[src/rtl/sram_arbiter.sv]
// Three-port arbiter for the shared 1M x 16 audio SRAM.
// Playback reads win by default; the recorder is forced through after
// STARVE_MAX consecutive losses to playback; the monitor gets leftover slots.
// All SRAM pins and handshake outputs are registered from the next state.
module sram_arbiter #(
  parameter int unsigned ADDR_W     = 20,
  parameter int unsigned DATA_W     = 16,
  parameter int unsigned RD_WAIT    = 1,
  parameter int unsigned STARVE_MAX = 3
) (
  input  logic              i_clk,
  input  logic              i_rst_n,
  input  logic              i_play_req,
  input  logic [ADDR_W-1:0] i_play_addr,
  output logic [DATA_W-1:0] o_play_data,
  output logic              o_play_valid,
  input  logic              i_rec_req,
  input  logic [ADDR_W-1:0] i_rec_addr,
  input  logic [DATA_W-1:0] i_rec_data,
  output logic              o_rec_ack,
  input  logic              i_mon_req,
  input  logic [ADDR_W-1:0] i_mon_addr,
  output logic [DATA_W-1:0] o_mon_data,
  output logic              o_mon_valid,
  output logic [ADDR_W-1:0] o_sram_addr,
  output logic [DATA_W-1:0] o_sram_dq,
  output logic              o_sram_dq_oe,
  input  logic [DATA_W-1:0] i_sram_dq,
  output logic              o_sram_ce_n,
  output logic              o_sram_oe_n,
  output logic              o_sram_we_n,
  output logic              o_sram_lb_n,
  output logic              o_sram_ub_n
);

  localparam int unsigned CNT_W = 3;
  localparam logic [CNT_W-1:0] RD_WAIT_CNT = CNT_W'(RD_WAIT);
  localparam logic [CNT_W-1:0] STARVE_CNT  = CNT_W'(STARVE_MAX);

  typedef enum logic [2:0] {
    S_IDLE,
    S_RD,
    S_RD_CAP,
    S_RD_DONE,
    S_WR,
    S_WR_END
  } state_t;

  state_t           state_q, state_d;
  logic [CNT_W-1:0] wait_q, wait_d;
  logic [CNT_W-1:0] starve_q, starve_d;
  logic             rd_play_q, rd_play_d;
  logic             grant_play, grant_rec, grant_mon;
  logic             ce_n_d, oe_n_d, we_n_d, dq_oe_d;
  logic             play_valid_d, mon_valid_d, rec_ack_d;

  // State, read-wait counter, starve counter and read-owner registers
  always_ff @(posedge i_clk or negedge i_rst_n) begin
    if (!i_rst_n) begin
      state_q   <= S_IDLE;
      wait_q    <= '0;
      starve_q  <= '0;
      rd_play_q <= 1'b0;
    end else begin
      state_q   <= state_d;
      wait_q    <= wait_d;
      starve_q  <= starve_d;
      rd_play_q <= rd_play_d;
    end
  end

  // Arbitration, sequencing and next values of the registered pins
  always_comb begin
    state_d      = state_q;
    wait_d       = wait_q;
    starve_d     = starve_q;
    rd_play_d    = rd_play_q;
    grant_play   = 1'b0;
    grant_rec    = 1'b0;
    grant_mon    = 1'b0;
    ce_n_d       = 1'b1;
    oe_n_d       = 1'b1;
    we_n_d       = 1'b1;
    dq_oe_d      = 1'b0;
    play_valid_d = 1'b0;
    mon_valid_d  = 1'b0;
    rec_ack_d    = 1'b0;

    case (state_q)
      S_IDLE: begin
        if (i_rec_req && (starve_q == STARVE_CNT)) begin
          grant_rec = 1'b1;
        end else if (i_play_req) begin
          grant_play = 1'b1;
        end else if (i_rec_req) begin
          grant_rec = 1'b1;
        end else if (i_mon_req) begin
          grant_mon = 1'b1;
        end

        if (!i_rec_req) begin
          starve_d = '0;
        end

        if (grant_play) begin
          state_d   = S_RD;
          wait_d    = '0;
          rd_play_d = 1'b1;
          // Cannot pass STARVE_CNT: at STARVE_CNT a pending recorder wins
          if (i_rec_req) begin
            starve_d = starve_q + CNT_W'(1);
          end
        end else if (grant_rec) begin
          state_d  = S_WR;
          starve_d = '0;
        end else if (grant_mon) begin
          state_d   = S_RD;
          wait_d    = '0;
          rd_play_d = 1'b0;
        end
      end
      S_RD: begin
        if (wait_q == RD_WAIT_CNT) begin
          state_d = S_RD_CAP;
        end else begin
          wait_d = wait_q + CNT_W'(1);
        end
      end
      S_RD_CAP:  state_d = S_RD_DONE;
      S_RD_DONE: state_d = S_IDLE;
      S_WR:      state_d = S_WR_END;
      S_WR_END:  state_d = S_IDLE;
      default:   state_d = S_IDLE;
    endcase

    case (state_d)
      S_RD, S_RD_CAP: begin
        ce_n_d = 1'b0;
        oe_n_d = 1'b0;
      end
      S_RD_DONE: begin
        play_valid_d = rd_play_q;
        mon_valid_d  = !rd_play_q;
      end
      S_WR: begin
        ce_n_d  = 1'b0;
        we_n_d  = 1'b0;
        dq_oe_d = 1'b1;
      end
      S_WR_END: begin
        ce_n_d    = 1'b0;
        dq_oe_d   = 1'b1;
        rec_ack_d = 1'b1;
      end
      default: begin
        ce_n_d = 1'b1;
      end
    endcase
  end

  // SRAM pins and handshake pulses, registered from the next state
  always_ff @(posedge i_clk or negedge i_rst_n) begin
    if (!i_rst_n) begin
      o_sram_ce_n  <= 1'b1;
      o_sram_oe_n  <= 1'b1;
      o_sram_we_n  <= 1'b1;
      o_sram_lb_n  <= 1'b1;
      o_sram_ub_n  <= 1'b1;
      o_sram_dq_oe <= 1'b0;
      o_play_valid <= 1'b0;
      o_mon_valid  <= 1'b0;
      o_rec_ack    <= 1'b0;
    end else begin
      o_sram_ce_n  <= ce_n_d;
      o_sram_oe_n  <= oe_n_d;
      o_sram_we_n  <= we_n_d;
      o_sram_lb_n  <= ce_n_d;
      o_sram_ub_n  <= ce_n_d;
      o_sram_dq_oe <= dq_oe_d;
      o_play_valid <= play_valid_d;
      o_mon_valid  <= mon_valid_d;
      o_rec_ack    <= rec_ack_d;
    end
  end

  // Address and write data are latched only when leaving IDLE with a grant
  always_ff @(posedge i_clk or negedge i_rst_n) begin
    if (!i_rst_n) begin
      o_sram_addr <= '0;
      o_sram_dq   <= '0;
    end else if (grant_play) begin
      o_sram_addr <= i_play_addr;
    end else if (grant_rec) begin
      o_sram_addr <= i_rec_addr;
      o_sram_dq   <= i_rec_data;
    end else if (grant_mon) begin
      o_sram_addr <= i_mon_addr;
    end
  end

  // Read data capture at the end of RD_CAP; each port holds its last word
  always_ff @(posedge i_clk or negedge i_rst_n) begin
    if (!i_rst_n) begin
      o_play_data <= '0;
      o_mon_data  <= '0;
    end else if (state_q == S_RD_CAP) begin
      if (rd_play_q) begin
        o_play_data <= i_sram_dq;
      end else begin
        o_mon_data <= i_sram_dq;
      end
    end
  end

endmodule

[config.mk]
export PLATFORM = sky130hd
export DESIGN_NAME = sram_arbiter
export DESIGN_NICKNAME = d
export VERILOG_FILES = /design/src/rtl/sram_arbiter.sv
export SDC_FILE = /design/constraint.sdc
export NUM_CORES = 1
export LEC_CHECK = 0
export ABC_CLOCK_PERIOD_IN_PS = 2600
export CAP_MARGIN = 20
export CORE_MARGIN = 4
export CORE_UTILIZATION = 25
export DETAILED_ROUTE_END_ITERATION = 10
export GPL_ROUTABILITY_DRIVEN = 0
export PLACE_DENSITY = 0.55
export SYNTH_ARGS = -nofsm -noshare
export SYNTH_HDL_FRONTEND = slang
export SYNTH_SLANG_ARGS = --single-unit
[constraint.sdc]
create_clock -name i_clk -period 2.6 [get_ports i_clk]
set_clock_uncertainty 0.15 [all_clocks]
set_input_delay 0.26 -clock i_clk [delete_from_list [all_inputs] [get_ports i_clk]]
set_output_delay 0.26 -clock i_clk [all_outputs]
set_load 0.03 [all_outputs]
After elaboration in Yosys (flattened, before gate mapping)
Cells that the tools add are included.
{"block": "totals", "reg_bits": 85}
{"block": "op_classes", "addsub": 2, "bitwise": 2, "eq_ne": 14, "mux": 42, "n_reduce_logical": 14}
{"op": "$mux 20", "n": 3}
{"op": "$mux 3", "n": 12}
{"op": "$mux 1", "n": 25}
{"op": "$eq 3x2->1 const B", "n": 4}
{"op": "$pmux 3 s4", "n": 1}
{"op": "$eq 3x1->1 const B", "n": 3}
{"op": "$eq 3x3->1 const B", "n": 3}
{"op": "$add 3x1->3 const B", "n": 2}
{"op": "$ne 3x3->1 const B", "n": 2}
{"op": "$pmux 3 s2", "n": 1}
{"op": "$reduce_and 2->1", "n": 3}
{"op": "$ne 2x2->1 const B", "n": 2}
{"op": "$reduce_and 4->1", "n": 1}
{"op": "$reduce_bool 2->1", "n": 2}
{"op": "$reduce_or 2->1", "n": 2}
{"op": "$reduce_or 4->1", "n": 1}
{"op": "$logic_not 3->1", "n": 1}
{"op": "$reduce_and 3->1", "n": 1}
{"op": "$reduce_bool 3->1", "n": 1}
{"op": "$not 1->1", "n": 2}
{"op": "$logic_and 1x1->1", "n": 1}
{"op": "$logic_not 1->1", "n": 1}

Logic depth before layout (Yosys ltp)
Gate-level depths: netlist (run 1).
{"block": "logic_depth", "word_depth": 12, "depth_mapped": 6}

Worst setup path before layout (run 1)
OpenSTA, ideal clock, no wires.
{"block": "synth_timing", "path_type": "reg-to-reg", "start": "register starve_q[0]", "end": "register o_sram_dq[10]", "setup_ps": 125, "stages_incl_launch_ff": 7, "arrival_time_ps": 1815, "required_time_ps": 2325, "slack_ps": 510, "path_cell_list": "dfrtp_1 -> ha_1 -> ha_1 -> nand2b_1 -> nand3_1 -> buf_2 -> mux2_2"}
{"block": "synth_via", "elab_chain_cells": 7, "word_cells_on_any_way": 10}
{"element": "start, declared", "line": "51", "text": "logic [CNT_W-1:0] starve_q, starve_d;"}
{"element": "start signal, assigned", "line": "67", "text": "starve_q <= starve_d;"}
{"element": "$eq 3x2->1 (*)", "line": "91", "text": "if (i_rec_req && (starve_q == STARVE_CNT)) begin"}
{"element": "$logic_and 1x1->1 (*)", "line": "91"}
{"element": "$mux 1", "line": "91"}
{"element": "$mux 1 (2 in series)", "line": "89", "text": "case (state_q)"}
{"element": "$not 1->1 (no line)"}
{"element": "$reduce_and 2->1 (no line) (*)"}
{"element": "end signal, assigned", "line": "195", "text": "o_sram_dq <= i_rec_data;"}
{"element": "end, declared", "line": "26", "text": "output logic [DATA_W-1:0] o_sram_dq,"}
Every way passes the cells marked *; elsewhere a longest branch is shown, timed or not. The select of a mux whose other input is x is not followed.
A chain may end at the register's enable or synchronous reset.

Final worst setup path (run 1)
{"block": "layout_timing", "start": "register starve_q[0]", "end": "register o_sram_dq[1]"}
Same word-level chain as after synthesis.

==> insert_results.sql, run 1 <==
INSERT INTO impl_metrics (metric_group, metric, value, unit) VALUES
('setup_path', 'regToRegSetupSlack', '550', 'ps'),
('synth', 'syn-instance-count', '293', ''),
('power', 'power.ir.vdd_worst', '612', 'µV'),
('synth', 'ys_seq_elements', '85', ''),
('setup_path', 'crit_path_top_delay_cell', 'sky130_fd_sc_hd__dfrtp_1', ''),
('power', 'internal_power', '4.52', 'mW'),
('global_route', 'grt_antenna_before_repair', '0', ''),
('synth', 'yosysSeqAreaShare', '0.567', ''),
('synth', 'synth_warnings', '0', ''),
('sta', 'slew_headroom', '0.551', ''),
('synth', 'area_fraction_in_and_or_nand_and_nor_cells_after_synthesis', '0.111', ''),
('sta', 'finalWorstSetupSlack', '546', 'ps'),
('sta', 'rsz0062_at_grt', 'no', ''),
('layout', 'layout.cells.most_common_list', 'sky130_fd_sc_hd__clkdlybuf4s50_1 (172), sky130_fd_sc_hd__dfrtp_1 (82), sky130_fd_sc_hd__mux2_2 (48)', ''),
('layout', 'finish.cell_count_without_fillers', '655', ''),
('setup_path', 'cpPeakStageDelay', '400', 'ps'),
('setup_path', 'cp-endpoint', 'o_sram_dq[1]$_DFFE_PN0P_', ''),
('drt', 'dr.pass1.iters', '4', ''),
('placement', 'placement.setup.worst_slack', '397', 'ps'),
('synth', 'post_synthesis_mux_area_share', '0.144', ''),
('layout', 'commonest_non_fill_non_tap_cell_in_the_layout', 'sky130_fd_sc_hd__clkdlybuf4s50_1', ''),
('global_route', 'global_route_wire_length_before_repair', '18100', 'µm'),
('drt', 'postRouteAntennaNets', '0', ''),
('drt', 'detail_route.vias_per_cell', '4.69', ''),
('layout', 'design_area', '6040', 'µm²'),
('clock_network', 'cts.root.buffer_cell', 'sky130_fd_sc_hd__clkbuf_16', ''),
('floorplanning', 'floorplan.die_area', '17100', 'µm²'),
('floorplanning', 'die_w', '131', 'µm'),
('floorplanning', 'num_io_pins', '174', ''),
('setup_path', 'crit_path_end_kind', 'register', ''),
('sta', 'final_min_period_over_clock_period', '0.790', ''),
('clock_network', 'post_cts.repair.setup_buffers', '0', ''),
('synth', 'fraction_of_synthesized_cell_area_in_xor_and_xnor_cells', '0', ''),
('placement', 'post_dp_cell_area', '5720', 'µm²'),
('drt', 'drt-initial-drc-count', '66', ''),
('layout', 'diodes', '0', ''),
('placement', 'port-buffer-count', '173', ''),
('outcome', 'status', 'finished clean', ''),
('synth', 'post_synth_fa_ha_maj_area_fraction', '0.0133', ''),
('clock_network', 'cts.sink_count', '85', ''),
('synth', 'synth_nets', '394', ''),
('synth', 'yosysUniqueCellTypes', '35', ''),
('sta', 'report.final.setup_viol', '0', ''),
('clock_network', 'numCtsBuffers', '9', ''),
('sta', 'finalSetupTns', '0', 'ps'),
('power', 'clock_power_share', '0.177', ''),
('synth', 'syn_avg_cell_area', '12.8', 'µm²'),
('power', 'power.net_switching', '3.04', 'mW'),
('setup_path', 'cp.depth', '6', ''),
('setup_path', 'timing.critical_path.max_delay_family', 'adder cells', ''),
('synth', 'dominant_combinational_cell_family_by_area_after_synthesis', 'multiplexers', ''),
('synth', 'syn-cell-area', '3760', 'µm²'),
('clock_network', 'cts.clk_slew.worst_paths', '60', 'ps'),
('sta', 'final_max_slew_viol_count', '0', ''),
('drt', 'vias', '3070', ''),
('setup_path', 'r2r-start', 'starve_q[0]$_DFFE_PN0P_', ''),
('setup_path', 'wp_buf_inv', '1', ''),
('setup_path', 'arrival', '2130', 'ps'),
('setup_path', 'timing.critical_path.fanout_max', '17', ''),
('drt', 'remaining_drc_errors', '0', ''),
('layout', 'finalNetCount', '567', ''),
('global_route', 'grt_start_max_net_pins', '50', ''),
('placement', 'numPlacedInstances', '638', ''),
('synth', 'async_reset_ff_frac', '1.00', ''),
('setup_path', 'timing.critical_path.from', 'starve_q[0]$_DFFE_PN0P_', ''),
('flow_run', 'max_cap_viol_count', '0', ''),
('setup_path', 'critical_path.reg2reg.endpoint', 'o_sram_dq[1]$_DFFE_PN0P_', ''),
('power', 'power_density', '1250', 'nW/µm²'),
('power', 'comb_power_share', '0.514', ''),
('synth', 'synth_compound_area_frac', '0.127', ''),
('sta', 'post-route-min-period', '2050', 'ps');
state kept, by name, indices dropped and copies added, names as in the netlist:
signal,cells
o_sram_dq_oe,1
o_sram_dq,16
o_sram_ub_n,1
o_rec_ack,1
o_play_data,16
o_sram_we_n,1
starve_q,3
o_sram_addr,20
o_play_valid,1
wait_q,3
state_q,3
o_sram_oe_n,1
o_mon_data,16
rd_play_q,1
o_mon_valid,1
cell type report:
| cell class | instances | area, µm² | share of cell area |
|---|---|---|---|
| sequential | 85 | 2130 | 0.353 |
| multi-input combinational | 178 | 1510 | 0.249 |
| inverter | 5 | 18.8 | 0.00310 |
| tap | 184 | 230 | 0.0381 |
| clock inverter | 5 | 57.6 | 0.00952 |
| clock buffer | 11 | 253 | 0.0418 |
| timing repair buffer | 187 | 1850 | 0.306 |
power by group through the flow:
stage	logic [mW]	registers, mW	clock network, mW
after detailed placement	3.93	2.35	0
final	3.88	2.33	1.34
after global placement	3.87	2.32	0
after global routing	4.14	2.42	1.44
after floorplan	1.14	3.40	0
after CTS	3.94	2.34	1.39
cell families (layout without fill, tap and decap cells):
family | count (synthesis) | count (layout)
AO/OA/AOI/OAI | 61 | 61
adder cells (fa/ha/maj) | 4 | 4
buffers and inverters | 30 | 208
flip-flops | 85 | 85
multiplexers | 48 | 48
AND/OR/NAND/NOR | 65 | 65
layer usage:
| layer | up-vias | global-route usage | part of all wire |
|---|---|---|---|
| met2 | 115 | 0.220 | 0.46 |
| met1 | 1497 | 0.163 | 0.42 |
| met5 | - | 0 | 0 |
| met3 | 10 | 0.0642 | 0.11 |
| li1 | 1448 | - | - |
| met4 | 0 | 0.0363 | 0.011 |
worst register-to-register path: stages, from the launching register on:
cell and delay, ps:
sky130_fd_sc_hd__dfrtp_1 400, sky130_fd_sc_hd__ha_1 210, sky130_fd_sc_hd__ha_1 210, sky130_fd_sc_hd__nand2b_1 220, sky130_fd_sc_hd__nand3_1 130, sky130_fd_sc_hd__buf_4 250
sky130_fd_sc_hd__mux2_2 380
cell usage after synthesis, types with 2 or more instances:
cell                        number  share of area
sky130_fd_sc_hd__nand3_1         2         0.0027
sky130_fd_sc_hd__dfrtp_1        82           0.55
sky130_fd_sc_hd__buf_4           3         0.0060
sky130_fd_sc_hd__and2_1         20          0.033
sky130_fd_sc_hd__nand2_1         3         0.0030
sky130_fd_sc_hd__nand2b_1        2         0.0033
sky130_fd_sc_hd__nor4_1         20          0.033
sky130_fd_sc_hd__buf_6           2         0.0060
sky130_fd_sc_hd__nor3_1          3         0.0040
sky130_fd_sc_hd__nor4b_2         2         0.0080
sky130_fd_sc_hd__o221ai_1       20          0.047
sky130_fd_sc_hd__mux2_2         48           0.14
sky130_fd_sc_hd__clkbuf_1       18          0.018
sky130_fd_sc_hd__a21oi_1         6         0.0080
sky130_fd_sc_hd__buf_2           2         0.0027
sky130_fd_sc_hd__o21ai_0         8          0.011
sky130_fd_sc_hd__or3_1           3         0.0050
sky130_fd_sc_hd__ha_1            4          0.013
sky130_fd_sc_hd__o2bb2ai_1      21          0.049
sky130_fd_sc_hd__nand3b_1        2         0.0040
sky130_fd_sc_hd__inv_1           5         0.0050
sky130_fd_sc_hd__dfstp_2         3          0.021
sky130_fd_sc_hd__nor2b_1         2         0.0033
worst min path at each step:
stage / slack [ps] / to / start / depth (start not counted)
finish: 340 / o_sram_addr[15]$_DFFE_PN0P_ / o_sram_addr[15]$_DFFE_PN0P_ / 1
global route: 350 / o_sram_addr[11]$_DFFE_PN0P_ / o_sram_addr[11]$_DFFE_PN0P_ / 1
CTS: 340 / o_sram_addr[15]$_DFFE_PN0P_ / o_sram_addr[15]$_DFFE_PN0P_ / 1
detailed placement: 200 / o_sram_addr[15]$_DFFE_PN0P_ / i_rst_n / 1
global placement: 190 / o_sram_addr[15]$_DFFE_PN0P_ / i_rst_n / 1
floorplan: -190 / o_mon_data[0]$_DFFE_PN0P_ / i_rst_n / 0
timing repair:
item | 4_1_cts | 5_1_grt
endpoints found under the setup margin | 0 | 0
hold endpoints to repair | 45 | 0
hold buffers | 1 | 0
gates resized for setup | 0 | 0
Power figures use the tool's default switching activity.
==> run 2: changes to the inputs <==
Settings changed: ABC_CLOCK_PERIOD_IN_PS 2600 to 2070.
Clock period 2.6 ns to 2.07 ns, I/O delays scaled along.
==> insert_results.sql, run 2 (same netlist as run 1, synthesis figures left out) <==
INSERT INTO impl_metrics (metric_group, metric, value, unit) VALUES
('outcome', 'status', 'finished clean', ''),
('global_route', 'overflow', '0', ''),
('clock_network', 'tritoncts', 'built', ''),
('layout', 'diodes', '0', ''),
('sta', 'rsz0062_at_grt', 'no', ''),
('sta', 'final_min_period_over_clock_period', '0.932', ''),
('setup_path', 'wp_buf_inv', '1', ''),
('floorplanning', 'initial_core_util', '0.257', ''),
('flow_run', 'max_cap_viol_count', '0', ''),
('layout', 'layout.cells.most_common_list', 'sky130_fd_sc_hd__clkdlybuf4s50_1 (172), sky130_fd_sc_hd__dfrtp_1 (82), sky130_fd_sc_hd__mux2_2 (48)', ''),
('setup_path', 'critical_path.reg2reg.endpoint', 'wait_q[0]$_DFFE_PN0P_', ''),
('sta', 'finalWorstSetupSlack', '140', 'ps'),
('placement', 'placement.setup.worst_slack', '116', 'ps'),
('sta', 'post-route-min-period', '1930', 'ps'),
('clock_network', 'worst_skew_pair.late_latency', '340', 'ps'),
('clock_network', 'cts.root.buffer_cell', 'sky130_fd_sc_hd__clkbuf_16', ''),
('setup_path', 'timing.critical_path.fanout_max', '4', ''),
('layout', 'finalNetCount', '576', ''),
('global_route', 'globalRouteTotalUtil', '0.132', ''),
('placement', 'port-buffer-count', '173', ''),
('layout', 'register_area', '2130', 'µm²'),
('min_path', 'type_of_the_worst_min_delay_path', 'in -> async', ''),
('clock_network', 'numCtsBuffers', '9', ''),
('layout', 'largest-register', 'o_sram_addr', ''),
('global_route', 'grt_start_max_net_pins', '32', ''),
('clock_network', 'cts.htree.levels', '3', ''),
('global_route', 'global_route_wire_length_before_repair', '17400', 'µm'),
('setup_path', 'cp.depth', '6', ''),
('layout', 'multiInputGateArea', '1510', 'µm²'),
('setup_path', 'cpPeakStageDelay', '390', 'ps'),
('floorplanning', 'num_io_pins', '174', ''),
('drt', 'dr.pass1.iters', '4', ''),
('clock_network', 'cts.clk_slew.worst_paths', '60', 'ps'),
('sta', 'final_max_slew_viol_count', '0', ''),
('drt', 'postRouteAntennaNets', '0', ''),
('sta', 'slew_headroom', '0.618', ''),
('clock_network', 'cts_max_path_buffers', '2', ''),
('power', 'power_density', '1550', 'nW/µm²'),
('sta', 'report.final.setup_viol', '0', ''),
('power', 'p_leak', '2.45', 'nW'),
('setup_path', 'r2r-start', 'starve_q[0]$_DFFE_PN0P_', ''),
('drt', 'vias', '3108', ''),
('sta', 'timing.final.hold_violations', '0', ''),
('setup_path', 'startpoint_type', 'register', ''),
('layout', 'commonest_non_fill_non_tap_cell_in_the_layout', 'sky130_fd_sc_hd__clkdlybuf4s50_1', ''),
('drt', 'remaining_drc_errors', '0', ''),
('power', 'power.ir.vdd_worst', '676', 'µV'),
('setup_path', 'crit_path_end_kind', 'register', ''),
('setup_path', 'required', '2120', 'ps'),
('global_route', 'grt_antenna_before_repair', '0', ''),
('setup_path', 'cp-endpoint', 'wait_q[0]$_DFFE_PN0P_', ''),
('sta', 'finalSetupTns', '0', 'ps'),
('drt', 'drt-initial-drc-count', '76', ''),
('setup_path', 'crit_path_top_delay_cell', 'sky130_fd_sc_hd__dfrtp_1', ''),
('drt', 'drt-wirelength-per-cell', '16.8', 'µm'),
('layout', 'flip_flop_count_of_the_largest_register_after_layout', '20', ''),
('setup_path', 'arrival', '1980', 'ps'),
('floorplanning', 'fp.coreArea', '14600', 'µm²'),
('layout', 'drive_above_1_share', '0.198', ''),
('setup_path', 'timing.critical_path.max_delay_family', 'compound AO/OA/AOI/OAI gates', ''),
('sta', 'pin_slew_with_the_least_headroom_to_its_limit', '572', 'ps'),
('floorplanning', 'fp.dieH', '131', 'µm'),
('placement', 'dp_hpwl', '8220', 'µm'),
('layout', 'flow.area_growth_from_synthesis', '63.8', '%'),
('drt', 'route.final.wire_length', '11100', 'µm'),
('setup_path', 'timing.critical_path.cells', 'ha_1 -> ha_1 -> nand2b_1 -> buf_4 -> a21oi_1 -> o21ai_0', ''),
('floorplanning', 'floorplan.die_area', '17100', 'µm²'),
('floorplanning', 'rows', '44', ''),
('setup_path', 'crit_type', 'reg -> reg', ''),
('sta', 'timing.fmax', '518', 'MHz'),
('drt', 'detail_route.vias_per_cell', '4.69', ''),
('setup_path', 'critPathMostFrequentCell', 'sky130_fd_sc_hd__ha_1', ''),
('global_route', 'via_count_of_the_first_global_routing_pass', '3421', ''),
('setup_path', 'regToRegSetupSlack', '140', 'ps'),
('floorplanning', 'die_w', '131', 'µm'),
('setup_path', 'rr_worst_depth', '6', ''),
('clock_network', 'cts.sink_count', '85', ''),
('setup_path', 'timing.critical_path.from', 'starve_q[0]$_DFFE_PN0P_', ''),
('layout', 'final.fill_count', '1363', '');
[run 2: changes by cell type in the layout (fill, tap and decap cells not counted), sizes merged]
cell    change
clkinv      -2
clkbuf      +1
buf         +9
[run 2: where the power goes]
group | switching [mW] | total (mW) | internal, mW | leakage [nW]
Sequential | 0.455 | 2.92 | 2.46 | 1.04
Clock | 0.638 | 1.63 | 0.997 | 0.149
Combinational | 2.69 | 4.99 | 2.30 | 1.27
Total | 3.78 | 9.54 | 5.76 | 2.45
[run 2: worst min-delay path by stage]
stage          startpoint                           to  cells after the start
2_1_floorplan     i_rst_n    o_mon_data[0]$_DFFE_PN0P_                      0
3_3_place_gp      i_rst_n  o_sram_addr[14]$_DFFE_PN0P_                      1
3_5_place_dp      i_rst_n  o_sram_addr[15]$_DFFE_PN0P_                      1
4_1_cts           i_rst_n  o_sram_addr[14]$_DFFE_PN0P_                      2
5_1_grt           i_rst_n  o_sram_addr[14]$_DFFE_PN0P_                      2
6_report          i_rst_n  o_sram_addr[14]$_DFFE_PN0P_                      2
[run 2: repair_timing]
item / 4_1_cts / 5_1_grt
hold endpoints to repair: 27 / 0
setup buffers: 0 / 0
setup endpoints to repair: 0 / 3
hold buffers: 1 / 0
resized for setup: 0 / 1
[run 2: metrics by stage]
step	power, mW	cell area (µm²)	utilization	hold slack [ps]	instances
6_report	9.54	6160	0.421	218	663
3_5_place_dp	7.97	5850	0.399	42.1	647
5_1_grt	10.1	6160	0.421	255	663
4_1_cts	9.68	6160	0.420	232	663
3_3_place_gp	7.90	5850	0.399	44.7	647
2_1_floorplan	5.71	3760	-	-239	293
[run 2: per-layer routing]
layer / global-route usage / wire length, µm / vias to the layer above
met5: 0 / 0 / -
met4: 0.0478 / 180 / 0
met3: 0.0557 / 1080 / 14
met2: 0.214 / 5080 / 124
met1: 0.156 / 4770 / 1498
li1: - / - / 1472
[run 2: cell type report]
cell class	count	share of cell area
repair buffers	196	0.319
inverters	5	0.00305
clock buffers	12	0.0416
flip-flops and latches	85	0.346
clock inverters	3	0.00711
multi-input cells	178	0.246
well taps	184	0.0374
==> run 3: changes to the inputs <==
--- a/config.mk
+++ b/config.mk
@@ -8,3 +8,2 @@
 export ABC_CLOCK_PERIOD_IN_PS = 2070
-export CAP_MARGIN = 20
 export CORE_MARGIN = 4
==> constraint.sdc (replaced) <==
create_clock -name i_clk -period 2.07 [get_ports i_clk]
set_clock_uncertainty 0.15 [all_clocks]
set_input_delay 0.414 -clock i_clk [delete_from_list [all_inputs] [get_ports i_clk]]
set_output_delay 0.414 -clock i_clk [all_outputs]
set_load 0.03 [all_outputs]
==> insert_results.sql, run 3 (same netlist as run 1, synthesis figures left out) <==
INSERT INTO impl_metrics (metric_group, metric, value, unit) VALUES
('sta', 'pin_slew_with_the_least_headroom_to_its_limit', '605', 'ps'),
('sta', 'final_min_period_over_clock_period', '0.952', ''),
('clock_network', 'cts.htree.levels', '3', ''),
('clock_network', 'numCtsBuffers', '9', ''),
('sta', 'rsz0062_at_grt', 'no', ''),
('setup_path', 'crit_path_end_kind', 'output port', ''),
('drt', 'route.final.wire_length', '11400', 'µm'),
('flow_run', 'max_cap_viol_count', '0', ''),
('sta', 'final_max_slew_viol_count', '0', ''),
('global_route', 'overflow', '0', ''),
('sta', 'finalWorstSetupSlack', '98.5', 'ps'),
('sta', 'post-route-min-period', '1970', 'ps'),
('sta', 'report.final.setup_viol', '0', ''),
('setup_path', 'required', '1510', 'ps'),
('floorplanning', 'fp.dieH', '131', 'µm'),
('layout', 'finalCoreUtilization', '0.419', ''),
('clock_network', 'cts.sink_count', '85', ''),
('layout', 'flip_flop_count_of_the_largest_register_after_layout', '20', ''),
('layout', 'layout.cells.most_common_list', 'sky130_fd_sc_hd__clkdlybuf4s50_1 (167), sky130_fd_sc_hd__dfrtp_1 (82), sky130_fd_sc_hd__mux2_2 (48)', ''),
('placement', 'dp_hpwl', '8410', 'µm'),
('power', 'power_density', '1520', 'nW/µm²'),
('drt', 'drt-initial-drc-count', '92', ''),
('global_route', 'grt_antenna_before_repair', '0', ''),
('drt', 'dr.pass1.iters', '4', ''),
('layout', 'finalNetCount', '577', ''),
('layout', 'finish.cell_count_without_fillers', '665', ''),
('power', 'p_leak', '2.46', 'nW'),
('layout', 'drive_above_1_share', '0.198', ''),
('clock_network', 'post_cts.repair.setup_buffers', '0', ''),
('power', 'power_frac_seq', '0.313', ''),
('clock_network', 'tritoncts', 'built', ''),
('sta', 'finalSetupTns', '0', 'ps'),
('floorplanning', 'die_w', '131', 'µm'),
('setup_path', 'arrival', '1410', 'ps'),
('floorplanning', 'fp.coreArea', '14600', 'µm²'),
('setup_path', 'startpoint_type', 'register', ''),
('floorplanning', 'num_io_pins', '174', ''),
('setup_path', 'crit_path_top_delay_cell', 'sky130_fd_sc_hd__clkdlybuf4s50_1', ''),
('sta', 'timing.final.hold_violations', '0', ''),
('global_route', 'via_count_of_the_first_global_routing_pass', '3480', ''),
('layout', 'flow.area_growth_from_synthesis', '63.3', '%'),
('drt', 'remaining_drc_errors', '0', ''),
('global_route', 'global_route_wire_length_before_repair', '17900', 'µm'),
('layout', 'commonest_non_fill_non_tap_cell_in_the_layout', 'sky130_fd_sc_hd__clkdlybuf4s50_1', ''),
('global_route', 'globalRouteTotalUtil', '0.135', ''),
('floorplanning', 'floorplan.die_area', '17100', 'µm²'),
('power', 'comb_power_share', '0.528', ''),
('clock_network', 'cts_max_path_buffers', '2', ''),
('setup_path', 'timing.critical_path.cells', 'clkdlybuf4s50_1', ''),
('setup_path', 'crit_type', 'reg -> out', ''),
('sta', 'timing.fmax', '507', 'MHz'),
('sta', 'slew_headroom', '0.596', ''),
('setup_path', 'timing.critical_path.fanout_max', '2', ''),
('clock_network', 'worst_skew_pair.late_latency', '340', 'ps'),
('min_path', 'type_of_the_worst_min_delay_path', 'reg -> reg', ''),
('clock_network', 'cts.clk_slew.worst_paths', '60', 'ps'),
('placement', 'port-buffer-count', '173', ''),
('floorplanning', 'rows', '44', ''),
('setup_path', 'timing.critical_path.max_delay_family', 'buffers and inverters', ''),
('layout', 'diodes', '0', ''),
('layout', 'largest-register', 'o_sram_addr', ''),
('drt', 'drt-wirelength-per-cell', '17.1', 'µm'),
('placement', 'placement.setup.worst_slack', '46.1', 'ps'),
('floorplanning', 'initial_core_util', '0.257', ''),
('power', 'power.net_switching', '3.77', 'mW'),
('drt', 'vias', '3167', ''),
('power', 'power.ir.vdd_worst', '723', 'µV'),
('drt', 'detail_route.vias_per_cell', '4.76', ''),
('power', 'internal_power', '5.57', 'mW'),
('setup_path', 'wp_buf_inv', '1', ''),
('power', 'clock_power_share', '0.159', ''),
('placement', 'numPlacedInstances', '648', ''),
('drt', 'postRouteAntennaNets', '0', ''),
('clock_network', 'cts.root.buffer_cell', 'sky130_fd_sc_hd__clkbuf_16', ''),
('outcome', 'status', 'finished clean', ''),
('power', 'power.share.switching', '0.404', ''),
('global_route', 'grt_start_max_net_pins', '34', ''),
('setup_path', 'cpPeakStageDelay', '720', 'ps');
-- run 3: cell count changes in the layout (fill, tap and decap cells not counted), sizes merged --
cell           change
clkinv             +3
inv                -1
clkdlybuf4s50      -5
bufinv             -1
buf                +1
dlygate4sd2        +5
-- run 3: worst paths after layout --
| path | startpoint | endpoint | slack, ps | cells past startpoint |
|---|---|---|---|---|
| hold reg to reg | o_sram_addr[19]$_DFFE_PN0P_ | o_sram_addr[19]$_DFFE_PN0P_ | 340 | 1 |
| hold / removal | o_sram_addr[19]$_DFFE_PN0P_ | o_sram_addr[19]$_DFFE_PN0P_ | 340 | 1 |
| max in group asynchronous | i_rst_n | o_sram_dq[3]$_DFFE_PN0P_ | 740 | 3 |
| setup / recovery | o_mon_data[5]$_DFFE_PN0P_ | o_mon_data[5] | 100 | 1 |
| setup reg to reg | starve_q[0]$_DFFE_PN0P_ | rd_play_q$_DFFE_PN0P_ | 160 | 6 |
| min in group asynchronous | i_rst_n | o_mon_data[3]$_DFFE_PN0P_ | 460 | 2 |
-- run 3: cell type report --
class,instances,area (µm²)
clock buffers,12,246
flip-flops and latches,85,2130
well taps,184,230
clock inverters,4,23.8
fillers,1410,8500
inverters,5,18.8
repair buffers,197,1980
multi-input cells,178,1510
-- run 3: per-stage QoR --
step | hold WS, ps | area, µm² | power (mW)
2_1_floorplan | -31.6 | 3760 | 5.71
3_3_place_gp | 277 | 5870 | 7.89
3_5_place_dp | 278 | 5870 | 7.96
4_1_cts | 346 | 6140 | 9.49
5_1_grt | 368 | 6140 | 9.91
6_report | 341 | 6140 | 9.33
-- run 3: power by group through the flow --
stage / combinational, mW / sequential [mW] / clock [mW]
floorplan: 1.44 / 4.27 / 0
global placement: 4.96 / 2.93 / 0
detailed placement: 5.00 / 2.96 / 0
CTS: 5.00 / 2.94 / 1.56
global route: 5.24 / 3.05 / 1.63
finish: 4.93 / 2.92 / 1.48
-- run 3: what timing repair did --
action                                 CTS  global route
endpoints found under the hold margin   29             0
hold buffers                             1             0
resized for setup                        5             0
setup endpoints to repair                5             0
-- run 3: layer usage --
metal / part of all wire / vias up / track usage
li1: - / 1474 / -
met1: 0.42 / 1531 / 0.163
met2: 0.45 / 143 / 0.207
met3: 0.11 / 19 / 0.0598
met4: 0.023 / 0 / 0.0593
met5: 0 / - / 0
